<file path="src/rtl/mem_arb_pkg.sv">
// Shared types and default widths for the unified-memory port arbiter.
// Included by the arbiter RTL and by its testbench.
package mem_arb_pkg;

  localparam int ADDR_W_DEF         = 16;
  localparam int DATA_W_DEF         = 16;
  localparam int FETCH_MAX_WAIT_DEF = 3;
  localparam int CNT_W_DEF          = 16;
  // Starvation counter width; FETCH_MAX_WAIT is limited to 1..15
  localparam int WAIT_W             = 4;

  typedef enum logic [1:0] {
    ARB_IDLE,
    ARB_BUSY_I,
    ARB_BUSY_D
  } arb_state_t;

  typedef struct packed {
    logic                  we;
    logic [ADDR_W_DEF-1:0] addr;
    logic [DATA_W_DEF-1:0] wdata;
  } mem_req_t;

endpackage

</file>
<file path="src/rtl/arb_pick.sv">
// Combinational winner select: data requester has priority, except that the
// fetch requester wins once it has lost FETCH_MAX_WAIT contended arbitrations.
module arb_pick
  import mem_arb_pkg::*;
#(
  parameter int FETCH_MAX_WAIT = FETCH_MAX_WAIT_DEF
) (
  input  logic              i_req,
  input  logic              d_req,
  input  logic [WAIT_W-1:0] wait_cnt,
  output logic              grant_i,
  output logic              grant_d,
  output logic [WAIT_W-1:0] wait_cnt_next
);

  logic fetch_due;

  always_comb begin
    // NOTE: every output gets a default first, so no path can infer a latch.
    grant_i       = 1'b0;
    grant_d       = 1'b0;
    wait_cnt_next = wait_cnt;
    fetch_due     = (wait_cnt == WAIT_W'(FETCH_MAX_WAIT));

    grant_i = i_req && (!d_req || fetch_due);
    grant_d = d_req && !grant_i;

    if (grant_i) begin
      wait_cnt_next = '0;
    end else if (grant_d && i_req) begin
      wait_cnt_next = wait_cnt + WAIT_W'(1);
    end
  end

endmodule

</file>
<file path="src/rtl/mem_port_arbiter.sv">
// Shares one single-port memory between instruction fetch (I) and load/store (D),
// one outstanding transaction at a time, with a contention-cycle counter.
module mem_port_arbiter
  import mem_arb_pkg::*;
#(
  parameter int ADDR_W         = ADDR_W_DEF,
  parameter int DATA_W         = DATA_W_DEF,
  parameter int FETCH_MAX_WAIT = FETCH_MAX_WAIT_DEF,
  parameter int CNT_W          = CNT_W_DEF
) (
  input  logic              clk,
  input  logic              reset,
  input  logic              i_req,
  input  logic [ADDR_W-1:0] i_addr,
  output logic              i_ack,
  output logic [DATA_W-1:0] i_rdata,
  input  logic              d_req,
  input  logic              d_we,
  input  logic [ADDR_W-1:0] d_addr,
  input  logic [DATA_W-1:0] d_wdata,
  output logic              d_ack,
  output logic [DATA_W-1:0] d_rdata,
  output logic              mem_req,
  output logic              mem_we,
  output logic [ADDR_W-1:0] mem_addr,
  output logic [DATA_W-1:0] mem_wdata,
  input  logic              mem_ready,
  input  logic [DATA_W-1:0] mem_rdata,
  output logic [CNT_W-1:0]  contention_cnt
);

  arb_state_t        state_q, state_d;
  logic [WAIT_W-1:0] wait_cnt, wait_cnt_next;
  logic              grant_i, grant_d;

  arb_pick #(
    .FETCH_MAX_WAIT(FETCH_MAX_WAIT)
  ) u_pick (
    .i_req         (i_req),
    .d_req         (d_req),
    .wait_cnt      (wait_cnt),
    .grant_i       (grant_i),
    .grant_d       (grant_d),
    .wait_cnt_next (wait_cnt_next)
  );

  always_ff @(posedge clk) begin
    if (reset) state_q <= ARB_IDLE;
    else       state_q <= state_d;
  end

  // Acks are gated by reset so a transaction cut short by reset never completes
  always_comb begin
    state_d = state_q;
    i_ack   = 1'b0;
    d_ack   = 1'b0;
    i_rdata = '0;
    d_rdata = '0;
    unique case (state_q)
      ARB_IDLE: begin
        if (grant_i)      state_d = ARB_BUSY_I;
        else if (grant_d) state_d = ARB_BUSY_D;
      end
      ARB_BUSY_I: begin
        i_ack = mem_ready && !reset;
        if (mem_ready) state_d = ARB_IDLE;
      end
      ARB_BUSY_D: begin
        d_ack = mem_ready && !reset;
        if (mem_ready) state_d = ARB_IDLE;
      end
      default: state_d = ARB_IDLE;
    endcase
    if (i_ack)            i_rdata = mem_rdata;
    if (d_ack && !mem_we) d_rdata = mem_rdata;
  end

  always_ff @(posedge clk) begin
    // NOTE: non-blocking assignments so every register samples pre-edge values.
    if (reset) begin
      mem_req        <= 1'b0;
      mem_we         <= 1'b0;
      mem_addr       <= '0;
      mem_wdata      <= '0;
      wait_cnt       <= '0;
      contention_cnt <= '0;
    end else if (state_q == ARB_IDLE) begin
      wait_cnt <= wait_cnt_next;
      if (grant_i) begin
        mem_req   <= 1'b1;
        mem_we    <= 1'b0;
        mem_addr  <= i_addr;
        mem_wdata <= '0;
      end else if (grant_d) begin
        mem_req   <= 1'b1;
        mem_we    <= d_we;
        mem_addr  <= d_addr;
        mem_wdata <= d_wdata;
      end
      if (i_req && d_req && (contention_cnt != '1)) begin
        contention_cnt <= contention_cnt + CNT_W'(1);
      end
    end else if (mem_ready) begin
      mem_req <= 1'b0;
    end
  end

endmodule

</file>
<file path="config.mk">
export PLATFORM = sky130hd
export DESIGN_NAME = mem_port_arbiter
export DESIGN_NICKNAME = d
export VERILOG_FILES = /design/src/rtl/mem_arb_pkg.sv /design/src/rtl/arb_pick.sv /design/src/rtl/mem_port_arbiter.sv
export SDC_FILE = /design/constraint.sdc
export NUM_CORES = 1
export LEC_CHECK = 0
export ABC_CLOCK_PERIOD_IN_PS = 2250
export CORE_MARGIN = 10
export CORE_UTILIZATION = 32
export CTS_BUF_LIST = sky130_fd_sc_hd__clkbuf_2
export CTS_CLUSTER_SIZE = 40
export DETAILED_ROUTE_END_ITERATION = 8
export PLACE_DENSITY = 0.72
export SLEW_MARGIN = 20
export SYNTH_ARGS = -nofsm -noshare
export SYNTH_HDL_FRONTEND = slang
export SYNTH_HIERARCHICAL = 1
export SYNTH_SLANG_ARGS = --single-unit
</file>
<file path="constraint.sdc">
create_clock -name clk -period 2.25 [get_ports clk]
set_input_delay 0.5625 -clock clk [delete_from_list [all_inputs] [get_ports clk]]
set_output_delay 0.5625 -clock clk [all_outputs]
set_load 0.01 [all_outputs]
</file>
==> flow_metrics.py, run 1 <==
metrics = {
    "synth": {
        "synth_top_area_share_pct": 40.31,
        "synth-compound-area-share_pct": 18.85,
        "ys_ff_latch": 56,
        "synth_edf_count": 0,
        "async_reset_ff_share_pct": 0,
        "ys_types": 46,
        "syn_nets": 395,
        "synthSimpleGateAreaFrac_pct": 25.73,
        "synth_xor_area_share_pct": 0,
        "ys_warn_count": 6,
        "synth.mux.area_fraction_pct": 8.367,
        "synth_top_cell_by_area": "dfxtp_1",
        "syn_area_per_cell_sq_um": 8.692,
        "synth_cells": 320,
        "syn_area_sq_um": 2781,
        "synth.top_cells.by_area": "dfxtp_1 (40%), mux2i_1 (7.6%), and2_1 (7.2%)",
        "seq_area_frac_synth_pct": 40.31,
        "ys.flop_type": "dfxtp_1",
        "synth_top_family_by_area": "simple AND/OR/NAND/NOR gates",
        "synth_fa_ha_area_share_pct": 2.249,
    },
    "cells_and_area": {
        "syn2layout_area_growth_pct": 67.34,
        "diodes": 0,
        "stdcell_count": 590,
        "layout.nets": 560,
        "drive_gt1_share_pct": 22.47,
        "fillers": 764,
    },
    "clocking": {
        "numCtsBuffers": 5,
        "ctsHoldBuffers": 0,
        "clkSlewWorstSetupHoldPaths_ns": 0.23,
        "clk_path_buf_depth": 2,
        "cts_tree": "done",
        "htree_levels": 2,
        "cts_root_buf": "clkbuf_2",
        "clock_latency_ns": 0.45,
        "cts_sinks": 56,
    },
    "timing": {
        "finalSetupViolations": 16,
        "fmaxAchievable_mhz": 442.8,
        "period_minus_slack_ns": 2.258,
        "hold_slack_ns": 0.4884,
        "setup_slack_ns": -0.008408,
        "min_period_over_period_pct": 100.4,
        "worstMarginPinSlew_ns": 0.5835,
        "finClkSkew_ns": 0.04395,
        "maxSlewHeadroom_pct": 61.10,
        "slew_violations": 0,
        "rsz0062_at_grt": "yes",
        "finalSetupTns_ns": -0.05541,
        "hold_violations": 0,
    },
    "global_routing": {
        "grt_pass1_vias": 2878,
        "grt_pass1_wl_microns": 15300,
        "grt_usage_pct": 14.13,
        "grt_max_degree": 57,
        "antenna_found_initial": 0,
        "grt-ovfl-total": 0,
    },
    "drt": {
        "vias": 2931,
        "first_pass_iters": 4,
        "routed_wl_microns": 9512,
        "drcViolationCount": 0,
        "viasPerCell": 4.968,
        "ant_nets": 0,
        "first_iter_violations": 168,
        "routedWlPerCell_microns": 16.12,
    },
    "placed_design": {
        "hpwl_microns": 7588,
        "portBuffers": 153,
        "placed_cells": 580,
        "dp_slack_ns": -0.6224,
        "gp_congestion": 0.8463,
    },
    "setup_path": {
        "path_max_fanout": 8,
        "path_common_cell": "buf_6",
        "startpoint_type": "register",
        "end_kind": "primary output",
        "reg2reg_slack_ns": 0.10,
        "crit_path_max_incr_delay_ns": 0.39,
        "cp.required_ns": 1.69,
        "worstPathArrival_ns": 1.70,
        "cp_cell_sequence": "inv_2 > ha_4 > and3_4 > nor2b_4 > buf_6 > and2_4 > buf_6",
        "crit_path_top_delay_cell": "dfxtp_2",
        "critical_path_class": "reg -> out",
    },
    "floorplan": {
        "ios": 154,
        "die_h_microns": 113.2,
        "die_w_microns": 113.2,
        "core-area_sq_um": 8341,
        "num_rows": 33,
        "start_util_pct": 33.35,
        "dieArea_sq_um": 12820,
    },
    "hold_path": {
        "hold_class": "reg -> reg",
    },
    "power": {
        "ir_drop_mv": 0.2470,
        "powerDensity_nw_per_um2": 447.9,
        "leakagePower_nw": 1.821,
    },
    "run_status": {
        "violations": "negative setup slack",
        "status": "finished with violations",
    },
    "job": {
        "maxCapViolCount": 0,
    },
}
==> final timing paths <==
check | start | to | cells after the start
min reg2reg | mem_req | mem_req | 2
max reg2reg | state_q[0] | contention_cnt[11] | 8
max | state_q[0] | d_rdata[12] | 7
min | mem_req | mem_req | 2
==> through the flow <==
step                total power, mW  cell area [sq um]  util, %
floorplan                     1.365               2781        -
global placement              1.717               4562    54.70
detailed placement            1.729               4562    54.70
CTS                           2.095               4484    53.77
global route                  2.211               4654    55.81
finish                        2.085               4654    55.81
==> report_power, final <==
group	leakage, nW	internal [mW]	switching (mW)	total (mW)
sequential	0.461	1.06	0.0382	1.10
clock	0.0239	0.0641	0.303	0.367
combinational	1.34	0.354	0.263	0.617
total	1.82	1.48	0.604	2.08
==> cell type report <==
cell class | instances | area [sq um] | area share (%)
multi-input cells | 233 | 1627 | 34.95
clock inverters | 2 | 7.507 | 0.1613
well taps | 105 | 131.4 | 2.823
clock buffers | 5 | 25.02 | 0.5376
repair buffers | 179 | 1698 | 36.48
flip-flops and latches | 56 | 1129 | 24.25
inverters | 10 | 37.54 | 0.8065
==> layout by cell type, fill, tap and decap left out, types with 4 or more instances in the layout <==
cell type / synthesis / final
nand3_1: 6 / 6
buf_2: 3 / 15
mux2i_1: 21 / 21
nor4_1: 5 / 5
o31ai_1: 9 / 9
dfxtp_1: 56 / 50
or3_1: 5 / 4
nor2_1: 43 / 43
nand4_1: 4 / 4
clkbuf_2: 1 / 6
clkdlybuf4s50_1: 0 / 117
a22oi_1: 17 / 17
and2_4: 0 / 17
buf_4: 1 / 23
nand2_1: 9 / 9
a21oi_1: 13 / 13
dfxtp_2: 0 / 6
a211oi_1: 17 / 17
and2_1: 32 / 15
buf_6: 0 / 20
or4_1: 4 / 4
o21ai_0: 5 / 5
inv_1: 10 / 9
==> state kept, by name (all words and copies together) (netlist names) <==
name,count
contention_cnt,16
mem_wdata,16
state_q,2
wait_cnt,4
mem_req,1
mem_we,1
mem_addr,16
==> cells by family (layout without fill, tap and decap cells) <==
logic type | count (synthesis) | count (layout)
flops | 56 | 56
buf+inv | 31 | 196
mux | 23 | 23
simple gates | 130 | 130
compound gates | 75 | 75
fa+ha+maj | 5 | 5
==> synthesized netlist by cell type, types with 2 or more instances <==
cell type,count
dfxtp_1,56
nor2_1,43
and2_1,32
mux2i_1,21
a211oi_1,17
a22oi_1,17
a21oi_1,13
clkbuf_1,13
inv_1,10
nand2_1,9
o31ai_1,9
nand3_1,6
ha_1,5
nor4_1,5
o21ai_0,5
or3_1,5
nand4_1,4
or4_1,4
and3_1,3
buf_1,3
buf_2,3
nand2b_1,3
nor2b_1,3
o21a_1,3
mux2_2,2
nand2_2,2
nand3_2,2
o311ai_0,2
o41ai_1,2
or4b_2,2
==> metal layers <==
metal | share of wire (%) | global-route usage [%] | routed length, microns | vias up
li1 | - | - | - | 1485
met1 | 41 | 16.19 | 3931 | 1331
met2 | 49 | 24.62 | 4679 | 110
met3 | 8.8 | 5.494 | 839 | 5
met4 | 0.65 | 2.284 | 62 | 0
met5 | 0 | 0 | 0 | -
==> timing repair <==
item | CTS | global route
cloned | 1 | 0
resized for setup | 145 | 48
buffers inserted | 0 | 3
pin swaps | 1 | 16
setup endpoints to repair | 34 | 39
==> worst max-delay path, delay by kind of cell, from the launching register on <==
kind | cells | cell delay, ns
and+or+nand+nor | 3 | 0.47
buffers and inverters | 3 | 0.31
adders and majority gates | 1 | 0.12
DFF | 1 | 0.39
Note: power is estimated with default switching activity, not from simulation.
==> inputs of run 2 (changes only) <==
--- a/config.mk
+++ b/config.mk
@@ -5,7 +5,7 @@
 export SDC_FILE = /design/constraint.sdc
 export NUM_CORES = 1
 export LEC_CHECK = 0
-export ABC_CLOCK_PERIOD_IN_PS = 2250
+export ABC_CLOCK_PERIOD_IN_PS = 2700
 export CORE_MARGIN = 10
 export CORE_UTILIZATION = 32
 export CTS_BUF_LIST = sky130_fd_sc_hd__clkbuf_2
@@ -17,3 +17,4 @@
 export SYNTH_HDL_FRONTEND = slang
 export SYNTH_HIERARCHICAL = 1
 export SYNTH_SLANG_ARGS = --single-unit
+export TNS_END_PERCENT = 10
==> constraint.sdc (replaced) <==
create_clock -name clk -period 2.7 [get_ports clk]
set_input_delay 0.675 -clock clk [delete_from_list [all_inputs] [get_ports clk]]
set_output_delay 0.675 -clock clk [all_outputs]
set_load 0.01 [all_outputs]
==> flow_metrics.py, run 2 (same netlist as run 1, synthesis figures left out) <==
metrics = {
    "timing": {
        "hold_slack_ns": 0.5067,
        "worstMarginPinSlew_ns": 0.6148,
        "slew_violations": 0,
        "setup_slack_ns": 0.1157,
        "rsz0062_at_grt": "yes",
        "min_period_over_period_pct": 95.71,
        "finalSetupViolations": 0,
        "finalSetupTns_ns": 0,
        "hold_violations": 0,
        "finClkSkew_ns": 0.02181,
        "period_minus_slack_ns": 2.584,
        "maxSlewHeadroom_pct": 59.01,
        "fmaxAchievable_mhz": 387.0,
    },
    "cells_and_area": {
        "reg_top3": "contention_cnt x16, mem_addr x16, mem_wdata x16",
        "layout.nets": 553,
        "diodes": 0,
        "final_common_cell": "clkdlybuf4s50_1",
        "layout_common_cells": "clkdlybuf4s50_1 (118), dfxtp_1 (54), nor2_1 (43)",
        "syn2layout_area_growth_pct": 61.40,
        "fillers": 781,
        "drive_gt1_share_pct": 11.27,
    },
    "clocking": {
        "ctsHoldBuffers": 0,
        "cts_tree": "done",
        "cts_root_buf": "clkbuf_2",
        "post_cts_buffers": 0,
        "cts_sinks": 56,
        "numCtsBuffers": 5,
        "clk_path_buf_depth": 2,
        "htree_levels": 2,
        "clkSlewWorstSetupHoldPaths_ns": 0.27,
        "clock_latency_ns": 0.42,
    },
    "floorplan": {
        "num_rows": 33,
        "ios": 154,
        "core-area_sq_um": 8341,
        "dieArea_sq_um": 12820,
        "die_h_microns": 113.2,
        "die_w_microns": 113.2,
        "start_util_pct": 33.35,
    },
    "power": {
        "sw_frac_of_total_pct": 28.95,
        "ir_drop_mv": 0.2050,
        "p_int_mw": 1.221,
        "p_switching_uw": 497.6,
        "power_frac_comb_pct": 28.4,
        "sequentialPowerShare_pct": 53.3,
        "powerDensity_nw_per_um2": 382.9,
        "finalPower_mw": 1.719,
        "leakagePower_nw": 1.798,
        "clkPwrFrac_pct": 18.3,
    },
    "setup_path": {
        "end_kind": "primary output",
        "rr_worst_depth": 7,
        "startpoint_type": "register",
        "path_max_fanout": 8,
        "worstPathArrival_ns": 1.91,
        "reg2reg_slack_ns": 0.51,
        "critical_path_class": "reg -> out",
        "cp.required_ns": 2.03,
    },
    "drt": {
        "first_iter_violations": 110,
        "routed_wl_microns": 9438,
        "vias": 2972,
        "viasPerCell": 5.089,
        "first_pass_iters": 4,
        "ant_nets": 0,
        "routedWlPerCell_microns": 16.16,
        "drcViolationCount": 0,
    },
    "run_status": {
        "status": "finished, final reports clean",
    },
    "placed_design": {
        "dp_slack_ns": -0.3974,
        "hpwl_microns": 7440,
        "portBuffers": 153,
        "gp_congestion": 0.8264,
    },
    "global_routing": {
        "grt_pass1_wl_microns": 15190,
        "grt-ovfl-total": 0,
        "grt_usage_pct": 13.99,
        "antenna_found_initial": 0,
        "grt_pass1_vias": 2872,
        "grt_max_degree": 57,
    },
    "hold_path": {
        "holdPathStages": 2,
        "hold_class": "reg -> reg",
    },
    "job": {
        "maxCapViolCount": 0,
    },
}
-- run 2: cell types whose count changed in the layout (fill, tap and decap cells not counted), sizes merged --
cell / delta
buf: -40
dlygate4sd2: +16
clkbuf: +12
clkdlybuf4s15: +3
clkdlybuf4s50: +1
clkinv: +1
dlymetal6s2s: +1
-- run 2: worst paths after layout --
check,to,startpoint
setup / recovery,d_rdata[5],state_q[0]
hold / removal,mem_req,mem_req
setup reg to reg,mem_addr[7],wait_cnt[0]
hold reg to reg,mem_req,mem_req
-- run 2: per-layer routing --
layer / up-vias / GRT usage, % / wire (microns)
met5: - / 0 / 0
met3: 2 / 5.652 / 938
met4: 0 / 2.369 / 30
met2: 122 / 23.20 / 4505
met1: 1375 / 16.83 / 3964
li1: 1473 / - / -
-- run 2: final cells by class --
type | count | area (sq um) | area share (%)
Clock inverter | 3 | 13.76 | 0.3066
Timing Repair Buffer | 172 | 1615 | 35.98
Multi-Input combinational cell | 233 | 1543 | 34.36
Sequential cell | 56 | 1124 | 25.03
Tap cell | 105 | 131.4 | 2.926
Clock buffer | 5 | 25.02 | 0.5574
Inverter | 10 | 37.54 | 0.8361
-- run 2: timing repair --
action | in CTS | in global routing
gates resized for setup | 42 | 29
cloned | 1 | 0
setup endpoints to repair | 34 | 16
hold endpoints to repair | 0 | 0
pin swaps | 0 | 0
-- run 2: critical path: stages (launching register included) --
cell and delay, ns:
dfxtp_2 0.41, inv_1 0.07, ha_1 0.18, and3_1 0.16
nor2b_4 0.14, buf_4 0.16, and2_1 0.15, clkdlybuf4s15_1 0.23
-- run 2: stage by stage --
stage          util (%)  instances  instance area [sq um]
2_1_floorplan         -        320                   2781
3_3_place_gp      54.10        575                   4512
3_5_place_dp      54.10        575                   4512
4_1_cts           54.35        584                   4533
5_1_grt           53.83        584                   4489
6_report          53.83        584                   4489
-- run 2: power groups by stage --
stage                     sequential [mW]  combinational [mW]  clock (mW)
after floorplan                     0.953               0.184           0
after global placement              0.928               0.495           0
after detailed placement            0.931               0.500           0
after CTS                           0.917               0.498       0.340
after global routing                0.925               0.541       0.362
final                               0.916               0.489       0.314
==> inputs of run 3 (changes only) <==
--- a/config.mk
+++ b/config.mk
@@ -6,6 +6,7 @@
 export NUM_CORES = 1
 export LEC_CHECK = 0
 export ABC_CLOCK_PERIOD_IN_PS = 2700
+export CAP_MARGIN = 20
 export CORE_MARGIN = 10
 export CORE_UTILIZATION = 32
 export CTS_BUF_LIST = sky130_fd_sc_hd__clkbuf_2
==> results of run 3 <==
Same layout as run 2: the final DEF is identical, and so are final timing and power.
